## src/rtl/bus_pkg.sv

```systemverilog
// Shared system-bus definitions: slave select encoding and the address
// decoder FSM state type.
package bus_pkg;

    localparam logic [1:0] SEL_NONE = 2'b00;
    localparam logic [1:0] SEL_S1   = 2'b01;
    localparam logic [1:0] SEL_S2   = 2'b10;
    localparam logic [1:0] SEL_S3   = 2'b11;

    typedef enum logic [2:0] {
        ST_IDLE  = 3'd0,
        ST_ISSUE = 3'd1,
        ST_WAIT  = 3'd2,
        ST_DONE  = 3'd3,
        ST_ERR   = 3'd4
    } bus_state_t;

endpackage

```

## src/rtl/bus_timeout_cnt.sv

```systemverilog
// Clear/enable saturating cycle counter; tc flags a count of TIMEOUT-1.
module bus_timeout_cnt #(
    parameter int TIMEOUT = 16
) (
    input  logic clk,
    input  logic rst_n,
    input  logic clr,
    input  logic en,
    output logic tc
);

    localparam int CNT_W = (TIMEOUT > 2) ? $clog2(TIMEOUT) : 1;
    localparam logic [CNT_W-1:0] TC_VAL = CNT_W'(TIMEOUT - 1);

    logic [CNT_W-1:0] cnt;

    assign tc = (cnt == TC_VAL);

    // Holds at the terminal value instead of wrapping back to zero.
    always_ff @(posedge clk or negedge rst_n) begin
        if (!rst_n) begin
            cnt <= '0;
        end else if (clr) begin
            cnt <= '0;
        end else if (en && !tc) begin
            cnt <= cnt + 1'b1;
        end
    end

endmodule

```

## src/rtl/bus_addr_decoder.sv

```systemverilog
// Master-side address decoder: decodes the top address bits into a slave
// select, strobes the slave once and reports done / error / timeout.
module bus_addr_decoder
    import bus_pkg::*;
#(
    parameter int ADDR_W  = 14,
    parameter int TIMEOUT = 16
) (
    input  logic              clk,
    input  logic              rst_n,
    input  logic              m_req,
    input  logic [ADDR_W-1:0] m_addr,
    input  logic              m_wr,
    input  logic              bus_ready,
    output logic [1:0]        select,
    output logic              s_valid,
    output logic [ADDR_W-3:0] s_addr,
    output logic              s_wr,
    output logic              busy,
    output logic              m_done,
    output logic              m_err
);

    // Handshake: the master holds m_req until busy is seen high; a request is
    // taken only at an IDLE edge. s_valid is a single-cycle strobe with select
    // held until bus_ready (registered, one cycle late) is seen in WAIT;
    // bus_ready is not looked at in any other state.

    bus_state_t        state, state_next;
    logic [1:0]        select_next;
    logic              s_valid_next;
    logic [ADDR_W-3:0] s_addr_next;
    logic              s_wr_next;
    logic              busy_next;
    logic              m_done_next;
    logic              m_err_next;
    logic              tc;
    logic [1:0]        addr_sel;

    assign addr_sel = m_addr[ADDR_W-1 -: 2];

    bus_timeout_cnt #(
        .TIMEOUT(TIMEOUT)
    ) u_timeout_cnt (
        .clk  (clk),
        .rst_n(rst_n),
        .clr  (state == ST_ISSUE),
        .en   (state == ST_WAIT),
        .tc   (tc)
    );

    always_comb begin
        state_next   = state;
        select_next  = select;
        s_valid_next = 1'b0;
        s_addr_next  = s_addr;
        s_wr_next    = s_wr;

        case (state)
            ST_IDLE: begin
                select_next = SEL_NONE;
                if (m_req) begin
                    s_addr_next = m_addr[ADDR_W-3:0];
                    s_wr_next   = m_wr;
                    if (addr_sel == SEL_NONE) begin
                        state_next = ST_ERR;
                    end else begin
                        state_next   = ST_ISSUE;
                        select_next  = addr_sel;
                        s_valid_next = 1'b1;
                    end
                end
            end
            ST_ISSUE: begin
                state_next = ST_WAIT;
            end
            ST_WAIT: begin
                // Completion takes priority over a timeout on the same edge.
                if (bus_ready) begin
                    state_next  = ST_DONE;
                    select_next = SEL_NONE;
                end else if (tc) begin
                    state_next  = ST_ERR;
                    select_next = SEL_NONE;
                end
            end
            ST_DONE, ST_ERR: begin
                state_next  = ST_IDLE;
                select_next = SEL_NONE;
            end
            default: begin
                state_next  = ST_IDLE;
                select_next = SEL_NONE;
            end
        endcase

        busy_next   = (state_next != ST_IDLE);
        m_done_next = (state_next == ST_DONE);
        m_err_next  = (state_next == ST_ERR);
    end

    always_ff @(posedge clk or negedge rst_n) begin
        if (!rst_n) begin
            state   <= ST_IDLE;
            select  <= SEL_NONE;
            s_valid <= 1'b0;
            s_addr  <= '0;
            s_wr    <= 1'b0;
            busy    <= 1'b0;
            m_done  <= 1'b0;
            m_err   <= 1'b0;
        end else begin
            state   <= state_next;
            select  <= select_next;
            s_valid <= s_valid_next;
            s_addr  <= s_addr_next;
            s_wr    <= s_wr_next;
            busy    <= busy_next;
            m_done  <= m_done_next;
            m_err   <= m_err_next;
        end
    end

endmodule

```

## config.mk

```make
export PLATFORM = sky130hd
export DESIGN_NAME = bus_addr_decoder
export DESIGN_NICKNAME = d
export VERILOG_FILES = /design/src/rtl/bus_pkg.sv /design/src/rtl/bus_timeout_cnt.sv /design/src/rtl/bus_addr_decoder.sv
export SDC_FILE = /design/constraint.sdc
export NUM_CORES = 1
export LEC_CHECK = 0
export CAP_MARGIN = 20
export CORE_MARGIN = 3
export CORE_UTILIZATION = 39
export DETAILED_ROUTE_END_ITERATION = 7
export HOLD_SLACK_MARGIN = 0.08
export PLACE_DENSITY = 0.72
export SLEW_MARGIN = 20
export SYNTH_ARGS = -nofsm -noshare
export SYNTH_HDL_FRONTEND = slang
export SYNTH_SLANG_ARGS = --single-unit
```

## constraint.sdc

```tcl
create_clock -name clk -period 1.6 [get_ports clk]
set_input_delay 0.4 -clock clk [delete_from_list [all_inputs] [get_ports clk]]
set_output_delay 0.4 -clock clk [all_outputs]
set_load 0.02 [all_outputs]
```

==> run metrics, run 1 <==
Setup crit end kind flop; CTS sink count 26; R2R setup slack 0.11 ns; H-tree depth 1; worst r2r src state[2]$_DFF_PN0_; slew margin rel. 0.725; LEAKAGE 0.000718 uW; Post-synth top flop dfrtp_1; post-synthesis cell type count 27; total gr overflow 0; layout cells sized above 1 0.250; Post-CTS Setup Inserts 0; nets@finish 145; # diodes 0; placed cells 150; total wire length ~2.2 mm; Worst Path Required between 1.5 and 2 ns; antenna viol nets, final 0; PnR Total Power between 2000 and 3000 uW; actual slew at the worst max-slew pin 0.411 ns; CP startpoint kind flop; Initial Utilization 0.423; max-slew violations 0; Min Hold Slack approximately 0.43 ns; clk slew on worst S/H paths 0.14 ns; status completed; data arrival time of the worst path approximately 1.7 ns; initial antenna violation count 0; routed vias/inst between 5 and 6; CTS tree yes; number of CTS-inserted buffers 3; total track usage 0.138; I/O pin count 38; synthesis-to-layout area growth 44.1%; I/O Buffers 37; Max Cap Viol 0; vias in the first global route around 790; Seq/Total Area, Yosys 0.598; Post-Syn Nets 100; CTS Hold Bufs 0; Max Buffers Root-to-Sink 2; setup slack after placement -0.203 ns; unrepaired setup endpoints after global routing false; type of the worst setup path reg2reg; Critical Path Max Stage Delay around 0.43 ns; post-DP HPWL 1.60 mm; R2R depth 4; crit-path cells buf_4 -> nor4b_4 -> buf_12 -> mux2_2; die area 3460 sq um; fin crit share 0.929; setup ws final approximately 0.11 ns; pwr dens about 1800 nW/um^2; Final Hold Fails 0; syn avg cell area around 14 sq um; pin count of the biggest net entering global routing 27; router iterations before antenna repair 3; std cell rows 18; CTS Root Cell clkbuf_4; Final setup viols 0; r2r endpoint s_addr[0]$_DFFE_PN0P_; routed via count 775; Non-Filler Instances about 150; GPL Wtd Cong ~0.74; Crit Path Max Fanout 15; clk_lat worst skew ~0.32 ns; Tmin final between 1 and 1.5 ns; Yosys reg bits 26; initial DRC count 10; global-route wire length before repair 3.55 mm; Post-synth EDFFs 0; synth warn 0; Die X 58.8 microns; Max Clock Freq ~670 MHz; VDD IR-drop max ~1.1 mV; Syn Inst Count 80; fill count ~230; drt wl/cell approximately 14 microns; Die H 58.8 microns; Synth Cell Area approximately 1100 sq um; CP max stage cell dfrtp_1; asr flop ratio synth 1.00; hold crit path type in2async; Core ar. between 2000 and 3000 sq um; DRC errors left 0; Setup Skew between 0.005 and 0.006 ns
## critical path, delay by kind of cell (launching register included)
family                 cells  cell delay [ns]
flip-flops                 1             0.43
buffers and inverters      2             0.34
multiplexers               1             0.33
AND/OR/NAND/NOR            1             0.27
## power by group
part	switching [uW]	internal, uW	leakage [uW]
logic	643	666	0.000368
clock network	194	253	0.0000279
registers	158	923	0.000322
total	995	1840	0.000718
## per-stage QoR
stage,area (sq um),TNS (ns),util
floorplan,1090,-0.0783,-
global placement,1530,-2.85,0.596
detailed placement,1530,-2.85,0.596
CTS,1560,0,0.607
global route,1570,0,0.610
finish,1570,0,0.610
## per-layer routing
layer / up-vias / share of wire / GRT usage
met5: - / 0 / 0
met4: 0 / 0.018 / 0.0680
li1: 375 / - / -
met3: 4 / 0.10 / 0.0548
met2: 30 / 0.43 / 0.192
met1: 366 / 0.45 / 0.187
## Yosys cell counts, drive strengths merged (2+ instances only)
library cell / instances / area, sq um
dfrtp: 26 / 651
mux2: 13 / 146
nand3: 4 / 20.0
a21oi: 3 / 15.0
buf: 3 / 26.3
nand2: 3 / 11.3
o21ai: 3 / 15.0
o31ai: 3 / 22.5
a22o: 2 / 17.5
mux2i: 2 / 20.0
nor3: 2 / 10.0
nor3b: 2 / 15.0
or3b: 2 / 17.5
## registers in the layout, indices dropped and copies added, names as in the netlist
| register | count |
|---|---|
| m_done | 1 |
| s_wr | 1 |
| busy | 1 |
| m_err | 1 |
| select | 2 |
| s_valid | 1 |
| s_addr | 12 |
| u_timeout_cnt.cnt | 4 |
| state | 3 |
## cell families (layout without fill, tap and decap cells)
group | Yosys count | count (layout) | synth area share
buf+inv | 4 | 48 | 0.0288
fa+ha+maj | 1 | 1 | 0.0115
flops | 26 | 26 | 0.598
simple gates | 22 | 22 | 0.137
mux | 15 | 15 | 0.153
compound gates | 12 | 12 | 0.0713
## placed cells by master (no fill, tap or decap), types with 2 or more instances in the layout
cell | synthesis | final
nand2_1 | 3 | 3
a22o_1 | 2 | 2
buf_4 | 2 | 6
nand3_1 | 4 | 4
nor3b_1 | 2 | 2
clkdlybuf4s50_1 | 0 | 18
mux2_2 | 13 | 13
clkbuf_4 | 0 | 3
dlygate4sd2_1 | 0 | 19
mux2i_1 | 2 | 2
o21ai_0 | 3 | 3
dfrtp_1 | 26 | 25
a21oi_1 | 3 | 3
nor3_1 | 2 | 2
o31ai_1 | 3 | 2
## worst max-delay path by stage
stage                             from                               end  slack (ns)  cells past startpoint
finish              state[2]$_DFF_PN0_             s_addr[0]$_DFFE_PN0P_        0.11                      4
CTS                 state[1]$_DFF_PN0_             select[1]$_DFFE_PN0P_       0.005                      3
floorplan           state[0]$_DFF_PN0_             s_addr[0]$_DFFE_PN0P_       -0.01                      4
global route        state[0]$_DFF_PN0_  u_timeout_cnt.cnt[0]$_DFFE_PN0P_        0.05                      3
global placement                 m_req             s_addr[0]$_DFFE_PN0P_       -0.19                      4
detailed placement               m_req             s_addr[1]$_DFFE_PN0P_       -0.20                      4
## final cells by class
type                       count  area, sq um  share of cell area
timing repair buffer          44          412               0.263
sequential                    26          652               0.416
clock buffer                   3         22.5              0.0144
clock inverter                 1         30.0              0.0192
tap                           30         37.5              0.0240
multi-input combinational     50          413               0.264
## timing repair
| action | CTS | global route |
|---|---|---|
| resized for setup | 19 | 3 |
| setup endpoints to repair | 19 | 3 |
| endpoints found under the hold margin | 0 | 0 |
| pin swaps | 0 | 0 |
Power figures use the tool's default switching activity.
==> run 2, diff against run 1 <==
CORE_MARGIN = 2   (was 3)
==> run metrics, run 2 (synthesized netlist as in run 1, its figures left out) <==
Final setup viols 0 (unchanged); VDD IR-drop max 1.40 mV (+26%); Seq pwr share 0.394 (+0.013); most frequent cells in the layout dfrtp_1 (25), dlygate4sd2_1 (19), clkdlybuf4s50_1 (18), mux2_2 (13), buf_4 (5); Sw Share 0.369 (+0.0181); Worst Path Required 1.82 ns (about the same); DRC errors left 0 (unchanged); max reg flops 12 (unchanged); largest reg by FF count s_addr; setup slack after placement -0.185 ns (+0.0175 ns); Sw Pwr 1020 uW (+2.0%); Final Hold Fails 0 (unchanged); PnR Total Power 2750 uW (-3.0%); Area after DPL 1530 sq um (about the same); Clock power frac 0.120 (-0.038); Core ar. 2710 sq um (+5.6%); I/O pin count 38 (unchanged); Crit Path Max Fanout 15 (unchanged); most common cell after layout, fill and taps aside dfrtp_1; number of CTS-inserted buffers 3 (unchanged); biggest regs s_addr: 12 flops, u_timeout_cnt.cnt: 4 flops, state: 3 flops; status completed; clk slew on worst S/H paths 0.14 ns (about the same); layout cells sized above 1 0.250 (unchanged); met3 Usage GRT 0.0806 (+0.0258); initial DRC count 23 (+13); fin crit share 0.960 (+0.0310); routed via count 792 (+2.2%); CTS sink count 26 (unchanged); drt wl/cell 15.1 microns (+7.4%); Post-CTS Setup Inserts 0 (unchanged); combinational fraction of design power 0.486 (+0.025); type of the worst setup path reg2reg; Power Internal 1740 uW (-5.7%); std cell rows 19 (+1); unrepaired setup endpoints after global routing false; actual slew at the worst max-slew pin 0.413 ns (+0.00157 ns); pwr dens 1770 nW/um^2 (-2.3%); Max Cap Viol 0 (unchanged); total gr overflow 0 (unchanged); I/O Buffers 37 (unchanged); initial antenna violation count 0 (unchanged); pin count of the biggest net entering global routing 27 (unchanged); CTS tree yes; multi-input logic area 413 sq um (unchanged); CTS Root Cell clkbuf_4; nets@finish 145 (unchanged); Setup Skew 0.00571 ns (+0.000111 ns); hold crit path type in2async; Max Buffers Root-to-Sink 2 (unchanged); M1 GR Usage 0.197 (+0.0102); die area 3230 sq um (-6.7%); clk_lat worst skew 0.32 ns (about the same); data arrival time of the worst path 1.76 ns (+0.06 ns); Layout Utilization 0.574 (-0.0363); CTS Hold Bufs 0 (unchanged); Finished Cell Area 1560 sq um (-0.72%); synthesis-to-layout area growth 43.0%; max-slew violations 0 (unchanged); Initial Utilization 0.401 (-0.0223); Setup crit end kind flop; FF+latch area 652 sq um (unchanged); LEAKAGE 0.000712 uW (-0.81%); GRT busiest layer met2; H-tree depth 1 (unchanged); Die X 56.8 microns (-3.4%); vias in the first global route 827 (+5.1%); GPL Wtd Cong 0.699 (-5.7%); slew margin rel. 0.724 (-0.00105); setup ws final 0.0646 ns (-0.0496 ns); Tmin final 1.54 ns (+0.0496 ns); routed vias/inst 5.11 (+1.5%); CP startpoint kind flop; fill count 249 (+6.9%); met2 Use GR 0.248 (+0.0551); post-DP HPWL 1.74 mm (+8.7%); Max Clock Freq 651 MHz (-3.2%); total wire length 2.34 mm (+8.1%); Die H 56.8 microns (-3.4%); global-route wire length before repair 3.91 mm (+9.9%); antenna viol nets, final 0 (unchanged); # diodes 0 (unchanged); total track usage 0.162 (+0.0234); router iterations before antenna repair 4 (+1)
run 2: repair_timing:
item                       4_1_cts  5_1_grt
cloned                           0        0
setup endpoints to repair       19       12
resized for setup               19        4
run 2: worst paths after layout:
| check | start | to | slack, ns | cells after the start |
|---|---|---|---|---|
| max | state[1]$_DFF_PN0_ | s_addr[10]$_DFFE_PN0P_ | 0.06 | 4 |
| min | rst_n | busy$_DFF_PN0_ | 0.42 | 2 |
| max reg2reg | state[1]$_DFF_PN0_ | s_addr[10]$_DFFE_PN0P_ | 0.06 | 4 |
| min reg2reg | s_addr[2]$_DFFE_PN0P_ | s_addr[2]$_DFFE_PN0P_ | 0.52 | 1 |
| max in group asynchronous | rst_n | state[1]$_DFF_PN0_ | 0.91 | 2 |
| min in group clk | s_addr[2]$_DFFE_PN0P_ | s_addr[2]$_DFFE_PN0P_ | 0.52 | 1 |
run 2: per-stage QoR:
stage | hold slack, ns | std cells | setup TNS, ns
floorplan | 0.104 | 80 | -0.0783
global placement | 0.477 | 151 | -2.37
detailed placement | 0.492 | 151 | -2.59
CTS | 0.426 | 155 | 0
global route | 0.425 | 155 | 0
finish | 0.421 | 155 | 0
run 2: metal layers:
layer  vias to the layer above  wire length (microns)
li1                        375                      -
met3                         2                    207
met2                        30                   1170
met5                         -                      0
met1                       385                    938
met4                         0                     23
run 2: worst max-delay path, cell delays in order, from the launching register on:
cell	delay, ns
dfrtp_2	0.47
buf_6	0.14
nor4b_4	0.30
buf_12	0.19
mux2_2	0.33
run 2: power groups by stage:
| stage | registers [uW] | logic [uW] | clock network, uW |
|---|---|---|---|
| 2_1_floorplan | 1330 | 575 | 0 |
| 3_3_place_gp | 1090 | 1430 | 0 |
| 3_5_place_dp | 1100 | 1470 | 0 |
| 4_1_cts | 1080 | 1320 | 349 |
| 5_1_grt | 1120 | 1450 | 375 |
| 6_report | 1080 | 1340 | 330 |
run 2: cell type report:
type	instances	area share
clock buffers	4	0.0233
repair buffers	44	0.267
multi-input cells	50	0.265
flip-flops and latches	26	0.419
well taps	31	0.0249
==> RTL change 1 (config.mk and constraints of run 2) <==
`s_addr` no longer has a reset.
--- a/src/rtl/bus_addr_decoder.sv
+++ b/src/rtl/bus_addr_decoder.sv
@@ -106,3 +106,2 @@
             s_valid <= 1'b0;
-            s_addr  <= '0;
             s_wr    <= 1'b0;
@@ -115,3 +114,2 @@
             s_valid <= s_valid_next;
-            s_addr  <= s_addr_next;
             s_wr    <= s_wr_next;
@@ -123,2 +121,6 @@
 
+    always_ff @(posedge clk) begin
+        s_addr <= s_addr_next;
+    end
+
 endmodule
Check against the original RTL: not equivalent (a bounded check fails within 4 cycles, from zero or initial values and one cycle with rst_n low).
==> RTL change 1 against run 2 <==
Maximum frequency grew 1.6%. Clock power shrank 6%. Sequential cell count is the same. Power shrank 23%. Cell area shrank 5.9%. Area after synthesis shrank 8.7%. Largest power group is now registers. Setup slack gained 0.024 ns. Routed wire length shrank 17%.
==> RTL change 1: results (changes against run 2) <==
[logic_synthesis]
syn_nets=88  ; -12%
yosys-top-cells-area=edfxtp_1 (36%), dfrtp_1 (35%), o21ai_0 (2.5%), a32o_1 (2.0%), mux2i_1 (2.0%)
ys_types=25  ; -7.4%
seq_area_frac_synth=0.7163  ; +0.1179
synth-edff-count=12  ; +12
synth_compound_area_frac=0.07440  ; +0.003055
async_reset_ff_frac=0.5385  ; -0.4615
synth_mux_area_frac=0.03531  ; -0.1177

[timing]
slew_headroom=0.8398  ; +0.1155
finalClockSkew_ns=0.003967  ; -0.001747 ns

[drt]
firstDrtPassIters=3  ; -1
wl_per_cell_um=13.30  ; -12%
first_iter_violations=10  ; -57%
vias_per_cell=4.959  ; -3.0%

[status]
outcome=complete, no violations

[place]
hpwl_um=1566  ; -9.8%
gp_congestion=0.7564  ; +8.2%

[finish]
drive_above_1_share=0.1304  ; -0.1196
num-nonclk-inverters=3  ; +3
final-nonclk-buf-share=0.2727  ; +0.005555
final_nets=136  ; -6.2%
comb.multi_input.count=38  ; -24%
seq_cell_count=26  ; unchanged
num-fill-cells=215  ; -14%
regArea_um2=711.9  ; +9.2%
multi_input_area_um2=267.8  ; -35%
final-clk-cell-share=0.02479  ; +0.001456

[global_routing]
grt_max_degree=15  ; -44%
grt.total_usage=0.1394  ; -0.02238
met1_usage=0.1601  ; -0.03658
met3_usage=0.02459  ; -0.05605
grt_use_met2=0.2570  ; +0.009520
antenna_found_initial=0  ; unchanged
grt_pass1_vias=701  ; -15%

[worst_setup_path]
cp_max_fo=8  ; -7

[clocking]
worstSkewPairLatency_ns=0.30  ; -0.02 ns

[power_and_ir_drop]
p_leak_nw=0.6363  ; -11%

## RTL change 1: metal layers
layer / vias to the layer above / wire, um
met1: 349 / 794
met3: 0 / 140
met4: 0 / 0
met5: - / 0
li1: 344 / -
met2: 26 / 994
## RTL change 1: metrics by stage
step / setup WS, ns / cells / power, mW
final: 0.08830 / 145 / 2.113
after global routing: 0.01213 / 145 / 2.259
after CTS: 0.07913 / 145 / 2.146
after detailed placement: -0.1105 / 141 / 1.916
after global placement: -0.09663 / 141 / 1.878
after floorplan: -0.04725 / 68 / 1.486
## RTL change 1: timing repair
action	in CTS	in global routing
setup buffers	0	0
resized for setup	19	0
setup endpoints to repair	19	0
## RTL change 1: power by group
| group | switching, mW | internal [mW] |
|---|---|---|
| registers | 0.101 | 0.893 |
| clock network | 0.172 | 0.139 |
| logic | 0.420 | 0.388 |
| total | 0.694 | 1.42 |
## RTL change 1: kinds of logic after synthesis
logic type,Yosys count
flip-flops,26
buffers and inverters,4
multiplexers,3
AND/OR/NAND/NOR,22
adder cells (fa/ha/maj),1
AO/OA/AOI/OAI,12
## RTL change 1: critical path: stages, from the launching register on
cell and delay, ns:
dfrtp_2 0.49, or3b_4 0.45, or3_1 0.35, a21oi_1 0.16
## RTL change 1: final timing paths
| path | startpoint | end | slack, ns | cells after the start |
|---|---|---|---|---|
| max in group asynchronous | rst_n | state[0] | 1.04 | 2 |
| worst min register to register | u_timeout_cnt.cnt[3] | u_timeout_cnt.cnt[3] | 0.52 | 1 |
| worst max-delay path | state[0] | u_timeout_cnt.cnt[0] | 0.09 | 3 |
| worst max register to register | state[0] | u_timeout_cnt.cnt[0] | 0.09 | 3 |
| min in group clk | u_timeout_cnt.cnt[3] | u_timeout_cnt.cnt[3] | 0.52 | 1 |
| worst min-delay path | rst_n | select[0] | 0.38 | 2 |
==> RTL change 2 (settings of run 2) <==
Without the edit above. `TIMEOUT` is set to 16 in 2 places; all go to 32.
--- a/src/rtl/bus_timeout_cnt.sv
+++ b/src/rtl/bus_timeout_cnt.sv
@@ -2,3 +2,3 @@
 module bus_timeout_cnt #(
-    parameter int TIMEOUT = 16
+    parameter int TIMEOUT = 32
 ) (
--- a/src/rtl/bus_addr_decoder.sv
+++ b/src/rtl/bus_addr_decoder.sv
@@ -6,3 +6,3 @@
     parameter int ADDR_W  = 14,
-    parameter int TIMEOUT = 16
+    parameter int TIMEOUT = 32
 ) (
Behaviour: same outputs for any inputs over 10 cycles, from zero or initial values and one cycle with rst_n low; that may be too few to reach the edited logic, so the function may still have changed.
==> RTL change 2 against run 2 <==
The run now ends with negative setup slack left. Power up 5.4%. Maximum frequency down 14%. Clock power down 14%. Setup slack worse by 0.24 ns. Sequential cell count up 1. Routed wire length up 2.8%. Via count up 10%. Area after synthesis up 11%. Combinational power up 11%. Clock skew down 0.0048 ns. Cell area up 11%.
==> RTL change 2: results (changes against run 2) <==
[status]
outcome=finished, violations left
violations=negative setup slack

[job]
maxCapViolCount=0  ; unchanged

[worst_setup_path]
cp_max_fo=5  ; -10
crit_arrival_ns=2.04  ; +0.28 ns
r2r_cells=6  ; +2

[global_routing]
grt.total_usage=0.1389  ; -0.02292
grt_pass1_wl_um=3829  ; -1.9%
antenna_found_initial=0  ; unchanged
grt_max_degree=28  ; +3.7%
grt_pass1_vias=876  ; +5.9%

[place]
hpwl_um=1803  ; +3.8%
portBuffers=37  ; unchanged
dp.cells=164  ; +8.6%
gp_congestion=0.7794  ; +11%
place_area_um2=1694  ; +11%

[logic_synthesis]
ys_types=31  ; +15%
synthTopCellsByCount=dfrtp_1 (27), mux2_4 (7), mux2_2 (6)
async_reset_ff_frac=1.000  ; unchanged
syn_nets=111  ; +11%
seq_area_frac_synth=0.5584  ; -0.03996
synthCells=90  ; +13%
yosys-top-cells-area=dfrtp_1 (56%), mux2_4 (8.7%), mux2_2 (5.6%), a22o_1 (2.2%), ha_1 (2.1%)

[finish]
largestRegisters=s_addr: 12 flops, u_timeout_cnt.cnt: 5 flops, state: 3 flops
diodes=0  ; unchanged
drive_above_1_share=0.2754  ; +0.02536
largest_register_ffs=12  ; unchanged
num-fill-cells=254  ; +2.0%

[drt]
firstDrtPassIters=4  ; unchanged
vias_per_cell=5.094  ; -0.32%
vias=871  ; +10%
first_iter_violations=27  ; +17%
wirelength_um=2402  ; +2.8%

[timing]
finalClockSkew_ns=0.0008898  ; -0.004824 ns
fin_tns_setup_ns=-0.7936  ; -0.7936 ns
worst_slack_ns=-0.1758  ; -0.2404 ns
slew_headroom=0.7496  ; +0.02535
drv_slew=0  ; unchanged
final-setup-viol-count=7  ; +7

[clocking]
cts-root-buf=clkbuf_4
worstSkewPairLatency_ns=0.31

[power_and_ir_drop]
p_leak_nw=0.8043  ; +13%
ir_worst_vdd_mv=0.6538  ; -53%

[floorplan]
core-area_um2=3003  ; +11%

[hold_path]
min-delay-path-class=in2async

## RTL change 2: cell count changes after synthesis, sizes merged, moves of 2 or more
cell / before / now
mux2i: 2 / 0
nand2b: 0 / 4
nand3: 4 / 1
nor2: 1 / 3
nor2b: 1 / 3
o211ai: 0 / 2
o2bb2ai: 0 / 2
or3b: 2 / 0
or4b: 0 / 2
## RTL change 2: critical path, stage by stage (launching register included)
cell and delay [ns]:
dfrtp_1 0.41, ha_2 0.20, and3_4 0.18, ha_4 0.17, or4b_4 0.49, a21oi_2 0.15, a22o_1 0.14
## RTL change 2: stage by stage
| step | hold WS (ns) | setup slack, ns |
|---|---|---|
| 2_1_floorplan | 0.1044 | -0.1032 |
| 3_3_place_gp | 0.4859 | -0.1804 |
| 3_5_place_dp | 0.4969 | -0.2047 |
| 4_1_cts | 0.4332 | -0.2047 |
| 5_1_grt | 0.4467 | -0.2426 |
| 6_report | 0.4305 | -0.1758 |
## RTL change 2: kinds of logic after synthesis
kind of cell               synth area share
adders and majority gates           0.02068
DFF                                  0.5584
AOI/OAI and AO/OA                    0.1045
muxes                                0.1427
and+or+nand+nor                      0.1448
buffers and inverters               0.02895
## RTL change 2: worst paths after layout
| check | from | to | slack (ns) |
|---|---|---|---|
| worst max-delay path | u_timeout_cnt.cnt[1] | select[1] | -0.18 |
| worst min-delay path | rst_n | u_timeout_cnt.cnt[4] | 0.43 |
| worst max register to register | u_timeout_cnt.cnt[1] | select[1] | -0.18 |
| worst min register to register | select[0] | select[0] | 0.51 |
| max in group asynchronous | rst_n | state[0] | 0.91 |
| min in group clk | select[0] | select[0] | 0.51 |
## RTL change 2: repair_timing
item                                    in CTS  in global routing
cloned                                       0                  0
setup buffers                                2                  1
pin swaps                                    4                  6
endpoints found under the setup margin      26                  7
resized for setup                           20                  1
## RTL change 2: per-layer routing
| metal | part of all wire | GRT usage | vias to the layer above |
|---|---|---|---|
| met4 | 0 | 0.03810 | 0 |
| met5 | 0 | 0 | - |
| li1 | - | - | 426 |
| met2 | 0.52 | 0.2422 | 16 |
| met3 | 0.027 | 0.01515 | 0 |
| met1 | 0.45 | 0.1822 | 429 |
## RTL change 2: area by class of cell
type                            instances  area, um2  share of cell area
Timing Repair Buffer                   49      449.2              0.2598
Clock inverter                          1      5.005            0.002894
Sequential cell                        27      675.6              0.3907
Multi-Input combinational cell         58      535.5              0.3097
Tap cell                               33      41.29             0.02388
Clock buffer                            3      22.52             0.01302
## RTL change 2: power breakdown
group	internal [mW]	switching, mW	total, mW	leakage [nW]
sequential	0.950	0.180	1.13	0.337
combinational	0.771	0.717	1.49	0.450
clock	0.0934	0.190	0.283	0.0177
total	1.82	1.09	2.90	0.804
